<file path="config.mk">
export PLATFORM = sky130hd
export DESIGN_NAME = window_3x3_gen_flat
export DESIGN_NICKNAME = d
export VERILOG_FILES = /design/src/rtl/window_pkg.sv /design/src/rtl/window_3x3_gen_if.sv /design/src/rtl/window_3x3_gen_line_buf.sv /design/src/rtl/window_3x3_gen.sv /design/src/flat_wrapper.sv
export SDC_FILE = /design/constraint.sdc
export NUM_CORES = 2
export LEC_CHECK = 0
export BUFFER_PORTS_ARGS = -buffer_cell sky130_fd_sc_hd__clkbuf_2
export CORE_UTILIZATION = 42
export DETAILED_ROUTE_END_ITERATION = 10
export PLACE_DENSITY = 0.68
export SETUP_SLACK_MARGIN = 0.4
export SKIP_LAST_GASP = 1
export SYNTH_ARGS = -nofsm -noshare
export SYNTH_HDL_FRONTEND = slang
export SYNTH_SLANG_ARGS = --single-unit
</file>
<file path="constraint.sdc">
create_clock -name clk -period 4.4 [get_ports clk]
set_input_delay 0.88 -clock clk [delete_from_list [all_inputs] [get_ports clk]]
set_output_delay 0.88 -clock clk [all_outputs]
set_load 0.03 [all_outputs]
</file>
<file path="src/rtl/window_pkg.sv">
// Shared definitions for the 3x3 window generator and the filter stage that
// consumes its taps.
//   PIX_W          : pixel width (RGB332)
//   R/G/B_MSB/LSB  : RGB332 field positions inside a pixel
//   TAP_*          : window tap indices, row-major from top-left (kernel k[0..8])
//   state_t        : window generator state encoding
package window_pkg;

    localparam int PIX_W = 8;

    localparam int R_MSB = 7;
    localparam int R_LSB = 5;
    localparam int G_MSB = 4;
    localparam int G_LSB = 2;
    localparam int B_MSB = 1;
    localparam int B_LSB = 0;

    localparam int TAP_TL = 0;
    localparam int TAP_TC = 1;
    localparam int TAP_TR = 2;
    localparam int TAP_ML = 3;
    localparam int TAP_C  = 4;
    localparam int TAP_MR = 5;
    localparam int TAP_BL = 6;
    localparam int TAP_BC = 7;
    localparam int TAP_BR = 8;
    localparam int N_TAPS = 9;

    typedef enum logic [1:0] {
        ST_IDLE  = 2'd0,
        ST_FILL  = 2'd1,
        ST_RUN   = 2'd2,
        ST_FLUSH = 2'd3
    } state_t;

endpackage

</file>
<file path="src/rtl/window_3x3_gen_if.sv">
// Pixel-in / window-out bundle of the 3x3 window generator.
//   pix_in, pix_valid, sof : raster pixel stream from the source
//   pix_ready              : generator accepts pix_in this cycle
//   win, win_valid         : 9 taps (tap i at win[PIX_W*i +: PIX_W]) and strobe
//   win_x, win_y           : centre coordinates of the current window
//   frame_done             : pulse with the last window of a frame
// slave = generator side, master = source/consumer side.
interface window_3x3_gen_if #(
    parameter int PIX_W = window_pkg::PIX_W
) ();

    logic [PIX_W-1:0]                    pix_in;
    logic                                pix_valid;
    logic                                sof;
    logic                                pix_ready;
    logic [window_pkg::N_TAPS*PIX_W-1:0] win;
    logic                                win_valid;
    logic [7:0]                          win_x;
    logic [7:0]                          win_y;
    logic                                frame_done;

    modport slave (
        input  pix_in, pix_valid, sof,
        output pix_ready, win, win_valid, win_x, win_y, frame_done
    );

    modport master (
        output pix_in, pix_valid, sof,
        input  pix_ready, win, win_valid, win_x, win_y, frame_done
    );

endinterface

</file>
<file path="src/rtl/window_3x3_gen_line_buf.sv">
// line_buf: DEPTH-deep, DATA_W-wide delay line built on a RAM array with a
// registered read, advancing one entry per cycle with en high.
//   clk, rst : clock, asynchronous active-low reset (pointer only)
//   en       : shift enable
//   din      : value written on a shift
//   dout     : value written DEPTH shifts before the next shift
module line_buf #(
    parameter int DEPTH  = 200,
    parameter int DATA_W = 8
) (
    input  logic              clk,
    input  logic              rst,
    input  logic              en,
    input  logic [DATA_W-1:0] din,
    output logic [DATA_W-1:0] dout
);

    localparam int AW = (DEPTH > 1) ? $clog2(DEPTH) : 1;

    logic [DATA_W-1:0] mem [DEPTH];
    logic [AW-1:0]     ptr_q, ptr_d;
    logic [DATA_W-1:0] rd_q;

    always_comb begin
        ptr_d = ptr_q;
        if (en) begin
            ptr_d = (ptr_q == AW'(DEPTH - 1)) ? '0 : ptr_q + 1'b1;
        end
    end

    always_ff @(posedge clk or negedge rst) begin
        if (!rst) begin
            ptr_q <= '0;
        end else begin
            ptr_q <= ptr_d;
        end
    end

    // The read always targets the entry the *next* shift will overwrite, so
    // rd_q is usable combinationally at the shift itself. On a shift the read
    // address (ptr+1) differs from the write address (ptr).
    always_ff @(posedge clk) begin
        if (en) begin
            mem[ptr_q] <= din;
        end
        rd_q <= mem[ptr_d];
    end

    assign dout = rd_q;

endmodule

</file>
<file path="src/rtl/window_3x3_gen.sv">
// window_3x3_gen: streaming 3x3 neighbourhood generator.
//   clk  : processing clock
//   rst  : asynchronous active-low reset
//   bus  : slave side of window_3x3_gen_if (pixel stream in, windows out)
// Pixels enter in raster order; each shift pushes one pixel through two
// line buffers and a 3x3 column pipeline. The window centre lags the input by
// WIDTH+1 shifts; out-of-image taps are zeroed from the centre coordinates.
module window_3x3_gen
    import window_pkg::*;
#(
    parameter int WIDTH  = 200,
    parameter int HEIGHT = 200,
    parameter int PIX_W  = window_pkg::PIX_W
) (
    input  logic            clk,
    input  logic            rst,
    window_3x3_gen_if.slave bus
);

    localparam logic [7:0] X_LAST    = 8'(WIDTH - 1);
    localparam logic [7:0] Y_LAST    = 8'(HEIGHT - 1);
    localparam logic [8:0] SHIFT_LAG = 9'(WIDTH);

    state_t                   state_q, state_d;
    logic [7:0]               in_x_q, in_x_d, in_y_q, in_y_d;
    logic [7:0]               cx_q, cx_d, cy_q, cy_d;
    logic [8:0]               cnt_q, cnt_d;
    logic [2:0][PIX_W-1:0]    col1_q, col1_d, col2_q, col2_d, col_new;
    logic [N_TAPS*PIX_W-1:0]  win_q, win_d, win_masked;
    logic                     win_valid_q, win_valid_d, frame_done_q, frame_done_d;
    logic [7:0]               win_x_q, win_x_d, win_y_q, win_y_d;
    logic                     pix_ready, accept, shift, emit, last;
    logic [PIX_W-1:0]         shift_pix, lb0_dout, lb1_dout;
    logic                     edge_l, edge_r, edge_t, edge_b;

    assign pix_ready = (state_q != ST_FLUSH);
    assign accept    = bus.pix_valid & pix_ready;
    // IDLE accepts without sof are discarded and do not disturb the pipeline.
    assign shift     = (accept & (bus.sof | (state_q != ST_IDLE))) | (state_q == ST_FLUSH);
    assign shift_pix = (state_q == ST_FLUSH) ? '0 : bus.pix_in;

    line_buf #(.DEPTH(WIDTH), .DATA_W(PIX_W)) u_lb0 (
        .clk(clk), .rst(rst), .en(shift), .din(shift_pix), .dout(lb0_dout)
    );
    line_buf #(.DEPTH(WIDTH), .DATA_W(PIX_W)) u_lb1 (
        .clk(clk), .rst(rst), .en(shift), .din(lb0_dout), .dout(lb1_dout)
    );

    // Newest column: row 0 two lines back, row 1 one line back, row 2 incoming.
    assign col_new[0] = lb1_dout;
    assign col_new[1] = lb0_dout;
    assign col_new[2] = shift_pix;

    assign col1_d = shift ? col2_q  : col1_q;
    assign col2_d = shift ? col_new : col2_q;

    assign edge_l = (cx_q == 8'd0);
    assign edge_r = (cx_q == X_LAST);
    assign edge_t = (cy_q == 8'd0);
    assign edge_b = (cy_q == Y_LAST);

    // Window as it stands after the current shift, with padding applied.
    for (genvar gi = 0; gi < N_TAPS; gi++) begin : g_tap
        localparam int ROW = gi / 3;
        localparam int COL = gi % 3;
        logic [PIX_W-1:0] raw;
        logic             kill;
        if (COL == 0) begin : g_c0
            assign raw = col1_q[ROW];
        end else if (COL == 1) begin : g_c1
            assign raw = col2_q[ROW];
        end else begin : g_c2
            assign raw = col_new[ROW];
        end
        assign kill = ((COL == 0) && edge_l) || ((COL == 2) && edge_r) ||
                      ((ROW == 0) && edge_t) || ((ROW == 2) && edge_b);
        assign win_masked[PIX_W*gi +: PIX_W] = kill ? '0 : raw;
    end

    always_comb begin
        state_d      = state_q;
        in_x_d       = in_x_q;
        in_y_d       = in_y_q;
        cx_d         = cx_q;
        cy_d         = cy_q;
        cnt_d        = cnt_q;
        emit         = 1'b0;
        last         = 1'b0;
        win_d        = win_q;
        win_valid_d  = 1'b0;
        win_x_d      = win_x_q;
        win_y_d      = win_y_q;
        frame_done_d = 1'b0;

        unique case (state_q)
            ST_IDLE, ST_FILL, ST_RUN: begin
                if (accept && bus.sof) begin
                    // Start (or restart) a frame: this pixel is (0,0).
                    state_d = ST_FILL;
                    in_x_d  = 8'd1;
                    in_y_d  = 8'd0;
                    cx_d    = 8'd0;
                    cy_d    = 8'd0;
                    cnt_d   = '0;
                end else if (accept && (state_q != ST_IDLE)) begin
                    if (in_x_q == X_LAST) begin
                        in_x_d = 8'd0;
                        in_y_d = (in_y_q == Y_LAST) ? 8'd0 : in_y_q + 8'd1;
                    end else begin
                        in_x_d = in_x_q + 8'd1;
                    end
                    if (state_q == ST_FILL) begin
                        if (cnt_q == SHIFT_LAG) begin
                            emit    = 1'b1;
                            state_d = ST_RUN;
                        end else begin
                            cnt_d = cnt_q + 9'd1;
                        end
                    end else begin
                        emit = 1'b1;
                        if ((in_x_q == X_LAST) && (in_y_q == Y_LAST)) begin
                            state_d = ST_FLUSH;
                            cnt_d   = '0;
                        end
                    end
                end
            end
            ST_FLUSH: begin
                emit = 1'b1;
                if (cnt_q == SHIFT_LAG) begin
                    last    = 1'b1;
                    state_d = ST_IDLE;
                end else begin
                    cnt_d = cnt_q + 9'd1;
                end
            end
            default: state_d = ST_IDLE;
        endcase

        if (emit) begin
            win_d        = win_masked;
            win_valid_d  = 1'b1;
            win_x_d      = cx_q;
            win_y_d      = cy_q;
            frame_done_d = last;
            if (cx_q == X_LAST) begin
                cx_d = 8'd0;
                cy_d = (cy_q == Y_LAST) ? 8'd0 : cy_q + 8'd1;
            end else begin
                cx_d = cx_q + 8'd1;
            end
        end
    end

    always_ff @(posedge clk or negedge rst) begin
        if (!rst) begin
            state_q      <= ST_IDLE;
            in_x_q       <= '0;
            in_y_q       <= '0;
            cx_q         <= '0;
            cy_q         <= '0;
            cnt_q        <= '0;
            col1_q       <= '0;
            col2_q       <= '0;
            win_q        <= '0;
            win_valid_q  <= 1'b0;
            win_x_q      <= '0;
            win_y_q      <= '0;
            frame_done_q <= 1'b0;
        end else begin
            state_q      <= state_d;
            in_x_q       <= in_x_d;
            in_y_q       <= in_y_d;
            cx_q         <= cx_d;
            cy_q         <= cy_d;
            cnt_q        <= cnt_d;
            col1_q       <= col1_d;
            col2_q       <= col2_d;
            win_q        <= win_d;
            win_valid_q  <= win_valid_d;
            win_x_q      <= win_x_d;
            win_y_q      <= win_y_d;
            frame_done_q <= frame_done_d;
        end
    end

    assign bus.pix_ready  = pix_ready;
    assign bus.win        = win_q;
    assign bus.win_valid  = win_valid_q;
    assign bus.win_x      = win_x_q;
    assign bus.win_y      = win_y_q;
    assign bus.frame_done = frame_done_q;

endmodule

</file>
<file path="src/flat_wrapper.sv">
// flat-port wrapper written by rule: the top's interface ports become plain ports
module window_3x3_gen_flat import window_pkg::*;
#(
    parameter int WIDTH  = 200,
    parameter int HEIGHT = 200,
    parameter int PIX_W  = window_pkg::PIX_W
)
  (clk, rst, bus_pix_in, bus_pix_valid, bus_sof, bus_pix_ready, bus_win, bus_win_valid, bus_win_x, bus_win_y, bus_frame_done);
  window_3x3_gen_if #(.PIX_W(PIX_W)) bus_i ();
  input  logic clk;
  input  logic rst;
  input wire logic [$bits(bus_i.pix_in)-1:0] bus_pix_in;
  input wire logic [$bits(bus_i.pix_valid)-1:0] bus_pix_valid;
  input wire logic [$bits(bus_i.sof)-1:0] bus_sof;
  output wire logic [$bits(bus_i.pix_ready)-1:0] bus_pix_ready;
  output wire logic [$bits(bus_i.win)-1:0] bus_win;
  output wire logic [$bits(bus_i.win_valid)-1:0] bus_win_valid;
  output wire logic [$bits(bus_i.win_x)-1:0] bus_win_x;
  output wire logic [$bits(bus_i.win_y)-1:0] bus_win_y;
  output wire logic [$bits(bus_i.frame_done)-1:0] bus_frame_done;
  assign bus_i.pix_in = bus_pix_in;
  assign bus_i.pix_valid = bus_pix_valid;
  assign bus_i.sof = bus_sof;
  assign bus_pix_ready = bus_i.pix_ready;
  assign bus_win = bus_i.win;
  assign bus_win_valid = bus_i.win_valid;
  assign bus_win_x = bus_i.win_x;
  assign bus_win_y = bus_i.win_y;
  assign bus_frame_done = bus_i.frame_done;
  window_3x3_gen #(.WIDTH(WIDTH), .HEIGHT(HEIGHT), .PIX_W(PIX_W)) u_core (.clk(clk), .rst(rst), .bus(bus_i));
endmodule
</file>
==> metrics.txt <==
post-synth top area share=71.2%; worst slack at placement=-107 ps; Yosys warning count=0; # setup viols final=0; routed vias/inst=5.86; Clock Latency Late Sink=940 ps; clock root cell=clkbuf_16; Bufs on Longest Clock Path=4; Synthesized Nets=9102; sequential fraction of the synthesis area=75.1%; cts-stage hold buffer count=0; Post-DRT Antenna Nets=0; startpoint types=flop; P_sw=39300 uW; min setup slack post-route=462 ps; FF-to-FF Start=u_core.u_lb0.ptr_q[1]; Initial Utilization=42.3%; DRT iter0 DRCs=11288; HPWL after DPL=226000 um; Reg power frac=38.0%; Max FO, Critical Path=32; FFs w/ async S/R, synth=5.77%; num rows=207; Chip Width=569 um; crit path kind=flop to flop; Sw Ratio=36.6%; CTS buffer count=345; core area=0.319 mm2; Max IR drop VDD=0.000482 V; layout cell share with drive strength beyond 1=14.9%; Clk pwr share=27.0%; Synth area leaders=edfxtp_1 (71%), nand2_1 (5.4%), mux4_2 (4.0%); Pint=67900 uW; fin crit period=3940 ps; largest net degree at the start of global routing=201; vias in the first global route=80388; RD Place Congestion=0.927; DR WL met2=171000 um; mapped cell area=0.135 mm2; H-Tree Level Count=5; Max Cap Violations=0; highest metal used=met5; status=completed; achievable frequency=254 MHz; RR Endpoint=u_core.u_lb0.dout[0]; Met3 Routed Length=38000 um; Max-slew headroom=21.9%; top-count cell post-synth=edfxtp_1; post-synth top area cell=edfxtp_1; WL met1=141000 um; CTS sink cnt=3413; endpoints failing hold=0; register bit total from synthesis=3413; Reg2Reg Depth=13; final WL=365000 um; Area Overhead vs Synth=14.8%; CTS tree=done; period utilization=89.5%; grt ovf=0; PortBufs=102; I/O pin count=103; Crit path arrival time=4720 ps; routed vias=82315; r2r setup slk=460 ps; clock-pin slew on the worst setup and hold paths=60 ps; total track usage=22.0%; Final Instance Area=0.155 mm2; Comb power frac=35.0%; initial antenna violation count=3; Avg Inst Size Synth=14.9 um2; crit end category=flop; Post-Place Cell Area=0.143 mm2; wire per inst=26.0 um; Die ar.=0.324 mm2; detailed-route DRC error count=0; EDFF count, synth=3200; Cells after Synth=9074; Slew Viols, Final=0; Hold Path Class=input port to asynchronous set/reset pin; Pleak=0.0524 uW; skew final=63.5 ps; Die Y-Extent=569 um; prevailing post-synth register cell=edfxtp_1; Layout Nets=9524; Worst Max-Slew Pin Slew=1170 ps; RSZ-0062 raised after global routing=no; drt pass-1 iters=7; Synth cell types=90; Critical Path RT=5180 ps; top cells by count, synth=edfxtp_1 (3200), nand2_1 (1934), nand3_1 (767); pwr/cell area=692 mW/mm2; first-pass GRT wire length=534000 um
## layer usage
layer	vias up	track usage, %
met5	-	0
met4	2	8.68
met3	778	4.27
met2	4660	34.8
met1	41617	29.9
li1	35258	-
## sequential cells by signal, indices dropped and copies added (netlist names), 8 cells and up
signal and count:
u_core.u_lb0.mem 1600, u_core.u_lb1.mem 1600, u_core.bus.win 72, u_core.g_tap.raw 48, u_core.cnt_q 9, u_core.bus.win_x 8, u_core.bus.win_y 8, u_core.cx_q 8
u_core.cy_q 8, u_core.in_x_q 8, u_core.in_y_q 8, u_core.u_lb0.dout 8, u_core.u_lb0.ptr_q 8, u_core.u_lb1.dout 8, u_core.u_lb1.ptr_q 8
## per-stage QoR
stage	instances	power (uW)	hold slack (ps)	TNS, ps	utilization (%)
3_3_place_gp	13420	76900	455	-531	45.0
5_1_grt	14056	111000	92.2	0	48.6
3_5_place_dp	13420	77500	458	-736	45.0
6_report	14056	107000	25.9	0	48.6
4_1_cts	14044	106000	34.8	0	48.5
2_1_floorplan	9074	63100	413	0	-
## kinds of logic (layout without fill, tap and decap cells)
| group | after synthesis | in the layout | synth area share (%) |
|---|---|---|---|
| fa+ha+maj | 16 | 16 | 0.148 |
| flops | 3413 | 3413 | 75.1 |
| compound gates | 1012 | 1012 | 5.15 |
| buf+inv | 602 | 1299 | 2.04 |
| simple gates | 3390 | 3390 | 10.6 |
| mux | 621 | 621 | 6.85 |
| other cells | 0 | 1 | 0 |
| xor+xnor | 20 | 20 | 0.135 |
## layout by cell type (no fill, tap or decap), types with 11 or more instances in the layout
cell,n
edfxtp_1,3200
nand2_1,1933
nand3_1,767
nor2_1,466
buf_4,441
mux2i_1,374
clkbuf_16,356
a21oi_1,266
mux4_2,241
dfrtp_1,194
a32oi_1,112
o21ai_0,103
clkbuf_2,101
a31oi_1,90
buf_12,82
clkbuf_1,80
a22oi_1,71
nand4_1,70
clkinv_2,62
clkinv_1,60
a221oi_1,55
o2111ai_1,44
a211oi_1,44
o221ai_1,44
o22ai_1,40
and2_1,38
bufinv_16,28
inv_1,27
nor3_1,27
and3_1,20
o31ai_1,18
a2111oi_0,17
ha_1,16
a22o_1,12
a21oi_2,11
inv_6,11
xor2_1,11
clkbuf_8,11
## critical path, stage by stage (launching register included)
cell and delay, ps:
dfrtp_1 480, inv_1 180, ha_1 320, o21a_2 250, nand2_1 190, buf_4 300, a221oi_1 400, a211oi_1 90
o41ai_1 650, buf_4 220, o2111ai_1 140, o31ai_1 260, buf_4 180, o311ai_1 80
## cell type report
class	instances	area (um2)
repair buffers	640	5790
clock buffers	443	9260
fillers	26300	164000
repair inverters	1	11.3
flip-flops and latches	3413	101000
multi-input cells	5059	31100
clock inverters	179	1810
inverters	36	190
well taps	4284	5360
diodes	1	2.50
## what timing repair did
item                                    4_1_cts  5_1_grt
setup buffers                                 1        6
endpoints found under the setup margin        8       17
pin swaps                                     1        5
cloned                                        1        5
resized for setup                             5       35
## power by group through the flow
stage / logic, uW / registers [uW] / clock network (uW)
2_1_floorplan: 21000 / 42000 / 0
3_3_place_gp: 35700 / 41200 / 0
3_5_place_dp: 36200 / 41300 / 0
4_1_cts: 36500 / 40600 / 29200
5_1_grt: 39600 / 40700 / 30400
6_report: 37500 / 40700 / 29000
## worst max path at each step
stage	from	to	slack (ps)
floorplan	bus_sof	u_core.u_lb0.mem[104][0]	910
global placement	bus_sof	u_core.u_lb0.dout[6]	-80
detailed placement	bus_sof	u_core.u_lb0.dout[7]	-110
CTS	u_core.u_lb0.ptr_q[0]	u_core.u_lb0.dout[7]	420
global route	u_core.u_lb0.ptr_q[0]	u_core.u_lb0.dout[6]	410
finish	u_core.u_lb0.ptr_q[1]	u_core.u_lb0.dout[0]	460
(Power assumes the default switching activity.)
